### src/rtl/dram_ctrl_pkg.sv
// ---------------------------------------------------------------------------
// dram_ctrl_pkg
// Shared types and constants for the 68000 DRAM window controller.
//   state_t            : controller FSM states
//   DEF_* constants    : default timing in 40 MHz CLK cycles
//   ROW_BITS/COL_BITS  : multiplexed address widths of the 4M x 16 array
//   cnt_load()         : converts a cycle count into a down-counter preload
// ---------------------------------------------------------------------------
package dram_ctrl_pkg;

  typedef enum logic [2:0] {
    ST_IDLE,
    ST_ROW,
    ST_COL,
    ST_ACK,
    ST_PRE,
    ST_REF_CAS,
    ST_REF_RAS
  } state_t;

  localparam int DEF_REFRESH_CYCLES = 600;
  localparam int DEF_TRCD           = 1;
  localparam int DEF_TCAS           = 2;
  localparam int DEF_TRP            = 2;
  localparam int DEF_TRAS_REF       = 3;

  localparam int ROW_BITS = 11;
  localparam int COL_BITS = 11;

  // Wide enough for the longest per-state hold time.
  localparam int CNT_BITS = 3;

  // A state held N cycles is entered with N-1 and left when the count is 0.
  function automatic logic [CNT_BITS-1:0] cnt_load(input int cycles);
    return CNT_BITS'(cycles - 1);
  endfunction

endpackage

### src/rtl/sync_2ff.sv
// ---------------------------------------------------------------------------
// sync_2ff
// One-bit two-flop synchronizer for the asynchronous 68000 bus strobes.
// Resets to 1 because every strobe it carries is active-low.
//   CLK : destination clock
//   RST : synchronous reset, active-high
//   d   : asynchronous input
//   q   : synchronized output
// ---------------------------------------------------------------------------
module sync_2ff (
  input  logic CLK,
  input  logic RST,
  input  logic d,
  output logic q
);

  logic meta;

  // Two back-to-back flops give the first stage a full cycle to settle.
  always_ff @(posedge CLK) begin
    if (RST) begin
      meta <= 1'b1;
      q    <= 1'b1;
    end else begin
      meta <= d;
      q    <= meta;
    end
  end

endmodule

### src/rtl/dram_controller.sv
// ---------------------------------------------------------------------------
// dram_controller
// 68000-side responder for the 8 MB DRAM window (one 4M x 16 array).
// Generates multiplexed row/column addresses, RAS/CAS/WE and the active-low
// transfer acknowledge, and runs periodic CAS-before-RAS refresh.
//   CLK        : 40 MHz source clock
//   RST        : synchronous reset, active-high
//   DRAM_CS    : DRAM select from system controller, active-low (async)
//   AS         : CPU address strobe, active-low (async)
//   UDS / LDS  : upper / lower data strobes, active-low (async)
//   RW         : 1 = read, 0 = write
//   ADDR       : CPU address bits 22:1
//   MA         : multiplexed DRAM address
//   RAS_N      : row strobe
//   CASH_N     : column strobe, upper byte
//   CASL_N     : column strobe, lower byte
//   WE_N       : DRAM write enable
//   DTACK_DRAM : transfer acknowledge to the system controller, active-low
// ---------------------------------------------------------------------------
module dram_controller
  import dram_ctrl_pkg::*;
#(
  parameter int REFRESH_CYCLES = DEF_REFRESH_CYCLES,
  parameter int TRCD           = DEF_TRCD,
  parameter int TCAS           = DEF_TCAS,
  parameter int TRP            = DEF_TRP,
  parameter int TRAS_REF       = DEF_TRAS_REF
) (
  input  logic                CLK,
  input  logic                RST,
  input  logic                DRAM_CS,
  input  logic                AS,
  input  logic                UDS,
  input  logic                LDS,
  input  logic                RW,
  input  logic [22:1]         ADDR,
  output logic [ROW_BITS-1:0] MA,
  output logic                RAS_N,
  output logic                CASH_N,
  output logic                CASL_N,
  output logic                WE_N,
  output logic                DTACK_DRAM
);

  localparam int                REF_W      = $clog2(REFRESH_CYCLES);
  localparam logic [REF_W-1:0]  REF_RELOAD = REF_W'(REFRESH_CYCLES - 1);

  state_t              state;
  logic [CNT_BITS-1:0] cnt;
  logic [COL_BITS-1:0] col_lat;
  logic                rw_lat;
  logic                ack_n;
  logic [REF_W-1:0]    ref_cnt;
  logic                ref_pending;

  logic as_s, cs_s, uds_s, lds_s;
  logic req, idle_decide, in_access, enter_pre;

  sync_2ff u_sync_as  (.CLK(CLK), .RST(RST), .d(AS),      .q(as_s));
  sync_2ff u_sync_cs  (.CLK(CLK), .RST(RST), .d(DRAM_CS), .q(cs_s));
  sync_2ff u_sync_uds (.CLK(CLK), .RST(RST), .d(UDS),     .q(uds_s));
  sync_2ff u_sync_lds (.CLK(CLK), .RST(RST), .d(LDS),     .q(lds_s));

  // The idle decision is also taken on the last precharge cycle, so an
  // access queued behind a refresh starts right after precharge completes.
  always_comb begin
    req         = ~as_s & ~cs_s;
    idle_decide = (state == ST_IDLE) || ((state == ST_PRE) && (cnt == '0));
    in_access   = (state == ST_ROW) || (state == ST_COL) || (state == ST_ACK);
    enter_pre   = (in_access && as_s) ||
                  ((state == ST_REF_RAS) && (cnt == '0));
  end

  // Free-running refresh timer. A new expiry wins over the clear taken when
  // the refresh enters its RAS phase, so no request is ever dropped.
  always_ff @(posedge CLK) begin
    if (RST) begin
      ref_cnt     <= REF_RELOAD;
      ref_pending <= 1'b0;
    end else if (ref_cnt == '0) begin
      ref_cnt     <= REF_RELOAD;
      ref_pending <= 1'b1;
    end else begin
      ref_cnt <= ref_cnt - 1'b1;
      if (state == ST_REF_CAS) begin
        ref_pending <= 1'b0;
      end
    end
  end

  // Main FSM with registered strobes. Precharge entry (normal end, abort or
  // end of refresh) is handled in one place so every exit releases all
  // strobes together.
  always_ff @(posedge CLK) begin
    if (RST) begin
      state   <= ST_IDLE;
      cnt     <= '0;
      col_lat <= '0;
      rw_lat  <= 1'b1;
      ack_n   <= 1'b1;
      MA      <= '0;
      RAS_N   <= 1'b1;
      CASH_N  <= 1'b1;
      CASL_N  <= 1'b1;
      WE_N    <= 1'b1;
    end else if (idle_decide) begin
      if (ref_pending) begin
        state  <= ST_REF_CAS;
        CASH_N <= 1'b0;
        CASL_N <= 1'b0;
      end else if (req) begin
        state   <= ST_ROW;
        cnt     <= cnt_load(TRCD);
        MA      <= ADDR[22:12];
        col_lat <= ADDR[11:1];
        rw_lat  <= RW;
        RAS_N   <= 1'b0;
        WE_N    <= RW;
      end else begin
        state <= ST_IDLE;
      end
    end else if (enter_pre) begin
      state  <= ST_PRE;
      cnt    <= cnt_load(TRP);
      RAS_N  <= 1'b1;
      CASH_N <= 1'b1;
      CASL_N <= 1'b1;
      WE_N   <= 1'b1;
      ack_n  <= 1'b1;
    end else begin
      case (state)
        ST_ROW: begin
          if (cnt != '0) begin
            cnt <= cnt - 1'b1;
          end else if (rw_lat || !uds_s || !lds_s) begin
            state  <= ST_COL;
            cnt    <= cnt_load(TCAS);
            MA     <= col_lat;
            CASH_N <= uds_s;
            CASL_N <= lds_s;
          end
        end
        ST_COL: begin
          if (cnt != '0) begin
            cnt <= cnt - 1'b1;
          end else begin
            state <= ST_ACK;
            ack_n <= 1'b0;
          end
        end
        ST_REF_CAS: begin
          state <= ST_REF_RAS;
          cnt   <= cnt_load(TRAS_REF);
          RAS_N <= 1'b0;
        end
        ST_REF_RAS, ST_PRE: begin
          cnt <= cnt - 1'b1;
        end
        default: begin
        end
      endcase
    end
  end

  // Raw AS lets the acknowledge drop the moment the CPU ends its cycle.
  assign DTACK_DRAM = ack_n | AS;

endmodule

### config.mk
export PLATFORM = sky130hd
export DESIGN_NAME = dram_controller
export DESIGN_NICKNAME = d
export VERILOG_FILES = /design/src/rtl/dram_ctrl_pkg.sv /design/src/rtl/sync_2ff.sv /design/src/rtl/dram_controller.sv
export SDC_FILE = /design/constraint.sdc
export NUM_CORES = 1
export LEC_CHECK = 0
export CELL_PAD_IN_SITES_DETAIL_PLACEMENT = 0
export CELL_PAD_IN_SITES_GLOBAL_PLACEMENT = 1
export CORE_ASPECT_RATIO = 2
export CORE_MARGIN = 8
export CORE_UTILIZATION = 25
export DETAILED_ROUTE_END_ITERATION = 12
export PLACE_DENSITY_LB_ADDON = 0.1
export RECOVER_POWER = 25
export SLEW_MARGIN = 15
export SYNTH_ARGS = -nofsm -noshare
export SYNTH_HDL_FRONTEND = slang
export SYNTH_SLANG_ARGS = --single-unit
### constraint.sdc
create_clock -name CLK -period 2.7 [get_ports CLK]
set_clock_uncertainty 0.2 [all_clocks]
set_input_delay 0.54 -clock CLK [delete_from_list [all_inputs] [get_ports CLK]]
set_output_delay 0.54 -clock CLK [all_outputs]
set_load 0.01 [all_outputs]
======== Yosys cells after proc, flatten, opt, wreduce, memory -nomap -nowiden ========
Cells that the tools add are included.
storage, ports and cells
  flip-flop bits (word level) ............. 53
  bits of input ports ..................... 29
  memory bits (writable) .................. 0
  word-level logic and storage cells ...... 128
  bits in latches ......................... 0
  memory bits (read-only) ................. 0
  memories ................................ 0
operators by class
  multiplexer cells ....................... 47
  shifts and indexed selects .............. 0
  divide/modulo/power cells ............... 0
  add/sub/neg operators ................... 2
  reduce and logical (&&, ||, !) cells .... 35
  eq/ne operators ......................... 18
  bitwise gates (word level) .............. 6
  multipliers ............................. 0
  magnitude comparators ................... 0
operator list
  operator                 count
  $mux W11                 7
  $mux W3                  13
  $mux W1                  25
  $ne A2 B2 Y1 const B     6
  $pmux W3 S4              1
  $reduce_and A3 Y1        4
  $reduce_bool A3 Y1       4
  $logic_not A10 Y1        1
  $reduce_bool A2 Y1       5
  $sub A10 B1 Y10 const B  1
  $eq A3 B3 Y1 const B     3
  $pmux W3 S3              1
  $ne A4 B3 Y1 const B     2
  $ne A4 B4 Y1 const B     2
  $reduce_and A4 Y1        2
  $eq A3 B2 Y1 const B     2
  $logic_not A3 Y1         2
  $logic_or A1 B1 Y1       6
  $reduce_and A6 Y1        1
  $reduce_bool A6 Y1       1
  $ne A5 B3 Y1 const B     1
  $reduce_and A5 Y1        1
  $reduce_bool A5 Y1       1
  $not A1 Y1               4
  other kinds (8)          12

======== Depth between registers and ports, before layout ========
Gate-level depths: netlist of run 1.
  word-level depth ........................ 8
  depth in mapped cells ................... 9
  mapped depth without buffers ............ 7

======== By module ========
A second synthesis of run 1 with hierarchy kept.
second synthesis, totals
  cells, all modules ...................... 268
  area, all modules ....................... 2413.6 um^2
by module, submodules not included
  module           times used  area each (um^2)  seq. area each (um^2)  cells an instance
  dram_controller  1           2203.4            900.9                  252
  sync_2ff         4           52.6              40.0                   4

======== Worst setup path after synthesis of run 1 ========
Ideal clock, no wire load.
  kind .................................... register to register
  from .................................... register cnt[0]
  to ...................................... register MA[0]
  arrival ................................. 1789 ps
  stages on the path, launching flop included .. 9
  data required time ...................... 2361 ps
  slack ................................... 572 ps
  path through ............................ dfxtp_1 -> inv_1 -> ha_1 -> nor2b_1 -> buf_2 -> o211ai_2 -> a222oi_1 -> buf_2 -> a211oi_1
between the ends
  cells in the longest elaborated chain, start to end .. 5
RTL lines
  element                                                              line                                          source
  start: declaration                                                   dram_controller.sv:49                         logic [CNT_BITS-1:0] cnt;
  start signal: assignment                                             dram_controller.sv:113                        cnt <= cnt_load(TRCD);
  start signal: assignment                                             dram_controller.sv:124                        cnt <= cnt_load(TRP);
  start signal: assignment                                             dram_controller.sv:134                        cnt <= cnt - 1'b1;
  $logic_not A3 Y1                                                     dram_controller.sv:68, dram_controller.sv:71
  $logic_and A1 B1 Y1, on equally long branches                        dram_controller.sv:68, dram_controller.sv:71
  $logic_or A1 B1 Y1, on equally long branches                         dram_controller.sv:68, dram_controller.sv:70
  $ne A2 B2 Y1 (no source line) or $reduce_bool A2 Y1 (tied branches)  n/a
  $reduce_and A6 Y1 (no source line)                                   n/a
  end signal: assignment                                               dram_controller.sv:114                        MA <= ADDR[22:12];
  end signal: assignment                                               dram_controller.sv:138                        MA <= col_lat;
  end: declaration                                                     dram_controller.sv:37                         output logic [ROW_BITS-1:0] MA,
Parallel ways exist; a longest one is shown, timed or not.
A chain may end at the register's enable or synchronous reset.

======== Worst setup path in the final report of run 1 ========
  from .................................... input AS
  to ...................................... output DTACK_DRAM
between the ends
  cells in the longest elaborated chain, start to end .. 1
RTL lines
  element             line                    source
  start: declaration  dram_controller.sv:32   input logic AS,
  $or A1 B1 Y1        dram_controller.sv:166  assign DTACK_DRAM = ack_n | AS;
  end: declaration    dram_controller.sv:42   output logic DTACK_DRAM
Every way passes these cells.

==> impl_metrics.yaml, run 1 <==
finish:
  final_nets: 347
  n_antenna_cell: 0
  areaGrowthSynthToFinish_pct: 30.7
  stdcell_area_sq_um: 3100
  layout_commonest_cell: "dfxtp_1"
  layout.cells.most_common_list: "dfxtp_1, clkdlybuf4s50_1, nand2_1, nor2_1, a21oi_1"
  drive_above_1_share_pct: 14.0
clocking:
  cts.reportedPaths.clkPinSlew_ns: 0.06
  clk_latency_ns: 0.29
  clockBufferDepth: 2
  cts_hold_buf: 0
  postCtsSetupBuffers: 0
  cts_root_buffer: "clkbuf_16"
  cts_tree: "yes"
  cts_sinks: 53
  htree_levels: 2
  cts_buffers: 5
  postCtsResizedCells: 0
global_routing:
  grt_pass1_vias: 2146
  grt_overflow: 0
  grt_pass1_wl_um: 11300
  grt_max_degree: 40
  track_usage_pct: 11.2
  antenna_found_initial: 0
flow_run:
  drv_cap: 0
die:
  die_w_um: 84.9
  dieArea_sq_um: 13000
  rows: 50
  die_h_um: 154
  core_sq_um: 9320
  ios: 45
  start_util_pct: 25.4
synthesis:
  synth_area_sq_um: 2370
  ys_seq_area_share_pct: 44.7
  synth_area_per_cell_sq_um: 8.85
  async_flop_share_pct: 0
  synth_cell_types: 42
  synth_edf_count: 0
  synth-seq-cells: 53
  yosysWarnings: 0
  synthFlopType: "dfxtp_1"
  syn-num-nets: 301
  syn_inst: 268
power_and_ir_drop:
  ir_drop_mv: 0.330
  power.density_cell_area_nw_per_um2: 524
  p_leak_nw: 1.17
  power_mw: 1.62
timing:
  setup_violations: 0
  tightest_slew_ns: 0.957
  slew_headroom_pct: 36.2
  max_freq_ghz: 0.411
  period_minus_slack_ns: 2.43
  finalHoldViolations: 0
  fin_tns_setup_ns: 0
  worst_slack_ns: 0.267
  slew_viol_final: 0
  rsz0062_at_grt: "false"
  period_share_pct: 90.1
routing:
  drt_wl_total_um: 6720
  drc: 0
  via_per_inst: 4.72
  drtIter0Drc: 87
  num_vias: 1979
  routedWlPerCell_um: 16.0
  ant_nets: 0
  dr.pass1.iters: 4
critical_path:
  ff2ff_setup_slack_ns: 0.43
  r2r_cells: 8
  crit_path_end_kind: "output pin"
  startpoint_type: "input pin"
  cp-startpoint: "AS"
  cp-endpoint: "DTACK_DRAM"
  crit_fanout: 2
  arrival_ns: 1.69
  crit_required_ns: 1.96
  path_class: "in2out"
  regToRegStartpoint: "cnt[0]$_SDFFE_PP0P_"
  rr_endpoint: "MA[3]$_SDFFE_PP0P_"
placement:
  placed_area_sq_um: 2950
  placement.io_buffers: 44
  place_congestion: 0.746
  hpwl_um: 5030
  dp_slack_ns: 0.255
worst_hold_path:
  min_path_type: "reg2reg"
  worstHoldPathCells: 1
run_status:
  status: "finished clean"
-- Yosys cell counts, types with 4 or more instances --
library cell   n  area share, %
inv_1          6           0.95
a211oi_1       4            1.3
nand2b_1       5            1.3
clkbuf_1       8            1.3
ha_1           4            2.1
mux2i_1       13            5.5
buf_2          7            1.5
xnor2_1        6            2.2
o21ai_0        7            1.5
nand2_1       36            5.7
a211oi_2       9            4.7
nor2_1        34            5.4
a21oi_1       17            3.6
or2_2         11            2.9
nor3_1         5            1.1
dfxtp_1       53             45
-- cell type report --
cell class | instances | area, sq um
clock buffers | 6 | 139
clock inverters | 2 | 13.8
fillers | 974 | 6220
inverters | 6 | 22.5
multi-input cells | 192 | 1210
flip-flops and latches | 53 | 1060
well taps | 104 | 130
repair buffers | 56 | 522
-- power breakdown --
group | switching [mW] | total (mW) | internal (mW)
sequential | 0.0121 | 0.811 | 0.799
combinational | 0.0641 | 0.140 | 0.0758
clock | 0.302 | 0.672 | 0.370
-- worst min-delay path by stage --
stage                                    from                     end
floorplan               ref_cnt[0]$_SDFF_PP1_   ref_cnt[0]$_SDFF_PP1_
global placement        ref_cnt[0]$_SDFF_PP1_   ref_cnt[0]$_SDFF_PP1_
detailed placement      ref_cnt[0]$_SDFF_PP1_   ref_cnt[0]$_SDFF_PP1_
CTS                     ref_cnt[0]$_SDFF_PP1_   ref_cnt[0]$_SDFF_PP1_
global route        u_sync_as.meta$_SDFF_PP1_  u_sync_as.q$_SDFF_PP1_
finish                  ref_cnt[0]$_SDFF_PP1_   ref_cnt[0]$_SDFF_PP1_
-- per-layer routing --
metal	GRT usage, %	routed length, um	vias to the layer above
met3	2.19	169	8
met5	0	0	-
met4	5.99	183	0
met1	10.6	2450	934
li1	-	-	1009
met2	21.6	3920	28
-- worst max-delay path, cell delays in order --
cell	delay, ns
clkdlybuf4s50_1	0.41
or2_2	0.27
clkdlybuf4s50_1	0.48
-- flip-flops by register name, summed over array words and instances (netlist names) --
signal	flops
u_sync_lds.meta	1
WE_N	1
ref_pending	1
ack_n	1
u_sync_lds.q	1
u_sync_as.q	1
u_sync_uds.meta	1
CASH_N	1
ref_cnt	10
cnt	3
RAS_N	1
u_sync_cs.meta	1
state	3
CASL_N	1
u_sync_uds.q	1
MA	11
u_sync_as.meta	1
u_sync_cs.q	1
col_lat	11
rw_lat	1
-- logic make-up after synthesis --
| logic type | after synthesis | synth area share, % |
|---|---|---|
| AO/OA/AOI/OAI | 56 | 18.3 |
| XOR/XNOR | 8 | 2.96 |
| adder cells (fa/ha/maj) | 4 | 2.11 |
| buffers and inverters | 23 | 4.33 |
| flip-flops | 53 | 44.7 |
| multiplexers | 13 | 5.49 |
| AND/OR/NAND/NOR | 111 | 22.1 |
-- stage by stage --
stage | utilization, % | cells | hold WS (ns)
final | 33.2 | 419 | 0.198
after global routing | 33.2 | 419 | 0.227
after CTS | 33.3 | 419 | 0.203
after detailed placement | 31.7 | 411 | 0.188
after global placement | 31.7 | 411 | 0.187
after floorplan | - | 268 | 0.171
No activity file was read; power rests on OpenSTA's default activity.
==> run 2: changes to the inputs <==
--- a/config.mk
+++ b/config.mk
@@ -8,12 +8,12 @@
 export CELL_PAD_IN_SITES_DETAIL_PLACEMENT = 0
 export CELL_PAD_IN_SITES_GLOBAL_PLACEMENT = 1
 export CORE_ASPECT_RATIO = 2
-export CORE_MARGIN = 8
+export CORE_MARGIN = 4
 export CORE_UTILIZATION = 25
 export DETAILED_ROUTE_END_ITERATION = 12
 export PLACE_DENSITY_LB_ADDON = 0.1
 export RECOVER_POWER = 25
-export SLEW_MARGIN = 15
+export SLEW_MARGIN = 40
 export SYNTH_ARGS = -nofsm -noshare
 export SYNTH_HDL_FRONTEND = slang
 export SYNTH_SLANG_ARGS = --single-unit
==> impl_metrics.yaml, run 2 (synthesis results as in run 1) <==
power_and_ir_drop:
  power.density_cell_area_nw_per_um2: 510
  ir_drop_mv: 0.313
  p_leak_nw: 1.16
  power_mw: 1.56
timing:
  period_minus_slack_ns: 2.43
  slew_headroom_pct: 41.3
  period_share_pct: 90.0
  tightest_slew_ns: 0.880
  slew_viol_final: 0
  holdWs_ns: 0.202
  setup_violations: 0
  rsz0062_at_grt: "false"
  max_freq_ghz: 0.411
  worst_slack_ns: 0.269
  fin_tns_setup_ns: 0
  finalHoldViolations: 0
global_routing:
  antenna_found_initial: 0
  grt_overflow: 0
  track_usage_pct: 11.9
  grt_pass1_vias: 2035
  grt_max_degree: 37
  grt_pass1_wl_um: 10200
critical_path:
  rr_endpoint: "MA[2]$_SDFFE_PP0P_"
  crit_fanout: 2
  path_class: "in2out"
  arrival_ns: 1.69
  r2r_cells: 9
  crit_path_end_kind: "output pin"
  ff2ff_setup_slack_ns: 0.42
  regToRegStartpoint: "cnt[0]$_SDFFE_PP0P_"
  startpoint_type: "input pin"
  crit_required_ns: 1.96
  cp-startpoint: "AS"
routing:
  num_vias: 1970
  wl_met2_um: 3660
  drt_wl_total_um: 6450
  drc: 0
  routedWlPerCell_um: 15.5
  via_per_inst: 4.74
  wl_met3_um: 137
  ant_nets: 0
  wl_met1_um: 2510
  drtIter0Drc: 53
  top_layer: "met4"
  dr.pass1.iters: 4
placement:
  place_congestion: 0.731
  placement.io_buffers: 44
  dp_slack_ns: 0.257
  hpwl_um: 4730
  placed_area_sq_um: 2940
die:
  start_util_pct: 25.4
  ios: 45
  die_h_um: 146
  die_w_um: 76.9
  rows: 50
  core_sq_um: 9320
  dieArea_sq_um: 11200
worst_hold_path:
  hold_start: "ref_cnt[0]$_SDFF_PP1_"
  min_path_type: "reg2reg"
  worstHoldPathCells: 1
  holdPathEnd: "ref_cnt[0]$_SDFF_PP1_"
flow_run:
  drv_cap: 0
finish:
  final_nets: 346
  fillers: 985
  largestRegisters: "MA (11), col_lat (11), ref_cnt (10)"
  drive_above_1_share_pct: 13.1
  stdcell_area_sq_um: 3070
  areaGrowthSynthToFinish_pct: 29.4
  n_antenna_cell: 0
  layout_commonest_cell: "dfxtp_1"
  layout.cells.most_common_list: "dfxtp_1, clkdlybuf4s50_1, nand2_1, nor2_1, a21oi_1"
clocking:
  cts_tree: "yes"
  clk_latency_ns: 0.29
  cts_root_buffer: "clkbuf_16"
  postCtsSetupBuffers: 0
  cts.reportedPaths.clkPinSlew_ns: 0.06
  postCtsResizedCells: 0
  cts_buffers: 5
  htree_levels: 2
  cts_sinks: 53
  clockBufferDepth: 2
  cts_hold_buf: 0
run_status:
  status: "finished clean"
==> run 2: power by group <==
group / switching (mW) / internal, mW
clock network: 0.280 / 0.332
registers: 0.0121 / 0.800
logic: 0.0640 / 0.0759
total: 0.356 / 1.21
==> run 2: area by class of cell <==
cell class | instances | area (sq um) | area share, %
clock buffer | 5 | 125 | 4.08
inverter | 6 | 22.5 | 0.734
multi-input combinational | 192 | 1210 | 39.5
tap | 104 | 130 | 4.24
clock inverter | 1 | 5.00 | 0.163
timing repair buffer | 55 | 514 | 16.8
sequential | 53 | 1060 | 34.6
==> run 2: how the worst max path moves through the flow <==
stage | end | slack (ns) | depth (start not counted)
finish | DTACK_DRAM | 0.27 | 3
global route | MA[8]$_SDFFE_PP0P_ | 0.20 | 9
CTS | DTACK_DRAM | 0.26 | 3
global placement | DTACK_DRAM | 0.26 | 3
floorplan | MA[0]$_SDFFE_PP0P_ | 0.57 | 8
detailed placement | DTACK_DRAM | 0.26 | 3
==> run 2: critical path, stage by stage <==
cell             delay [ns]
clkdlybuf4s50_1        0.41
or2_2                  0.27
clkdlybuf4s50_1        0.48
==> run 2: stage by stage <==
step	utilization (%)	cells
global route	32.9	416
global placement	31.6	410
finish	32.9	416
detailed placement	31.6	410
CTS	33.0	416
floorplan	-	268
==> run 2: routing by layer <==
layer | vias to the layer above | GRT usage (%)
li1 | 1013 | -
met1 | 923 | 11.8
met2 | 26 | 23.3
met3 | 8 | 2.11
met4 | 0 | 5.26
met5 | - | 0
==> run 3: changes to the inputs <==
--- a/config.mk
+++ b/config.mk
@@ -13,7 +13,7 @@
 export DETAILED_ROUTE_END_ITERATION = 12
 export PLACE_DENSITY_LB_ADDON = 0.1
 export RECOVER_POWER = 25
-export SLEW_MARGIN = 40
+export SLEW_MARGIN = 5
 export SYNTH_ARGS = -nofsm -noshare
 export SYNTH_HDL_FRONTEND = slang
 export SYNTH_SLANG_ARGS = --single-unit
==> results of run 3 <==
No change in the layout: final DEF, timing and power equal those of run 2.
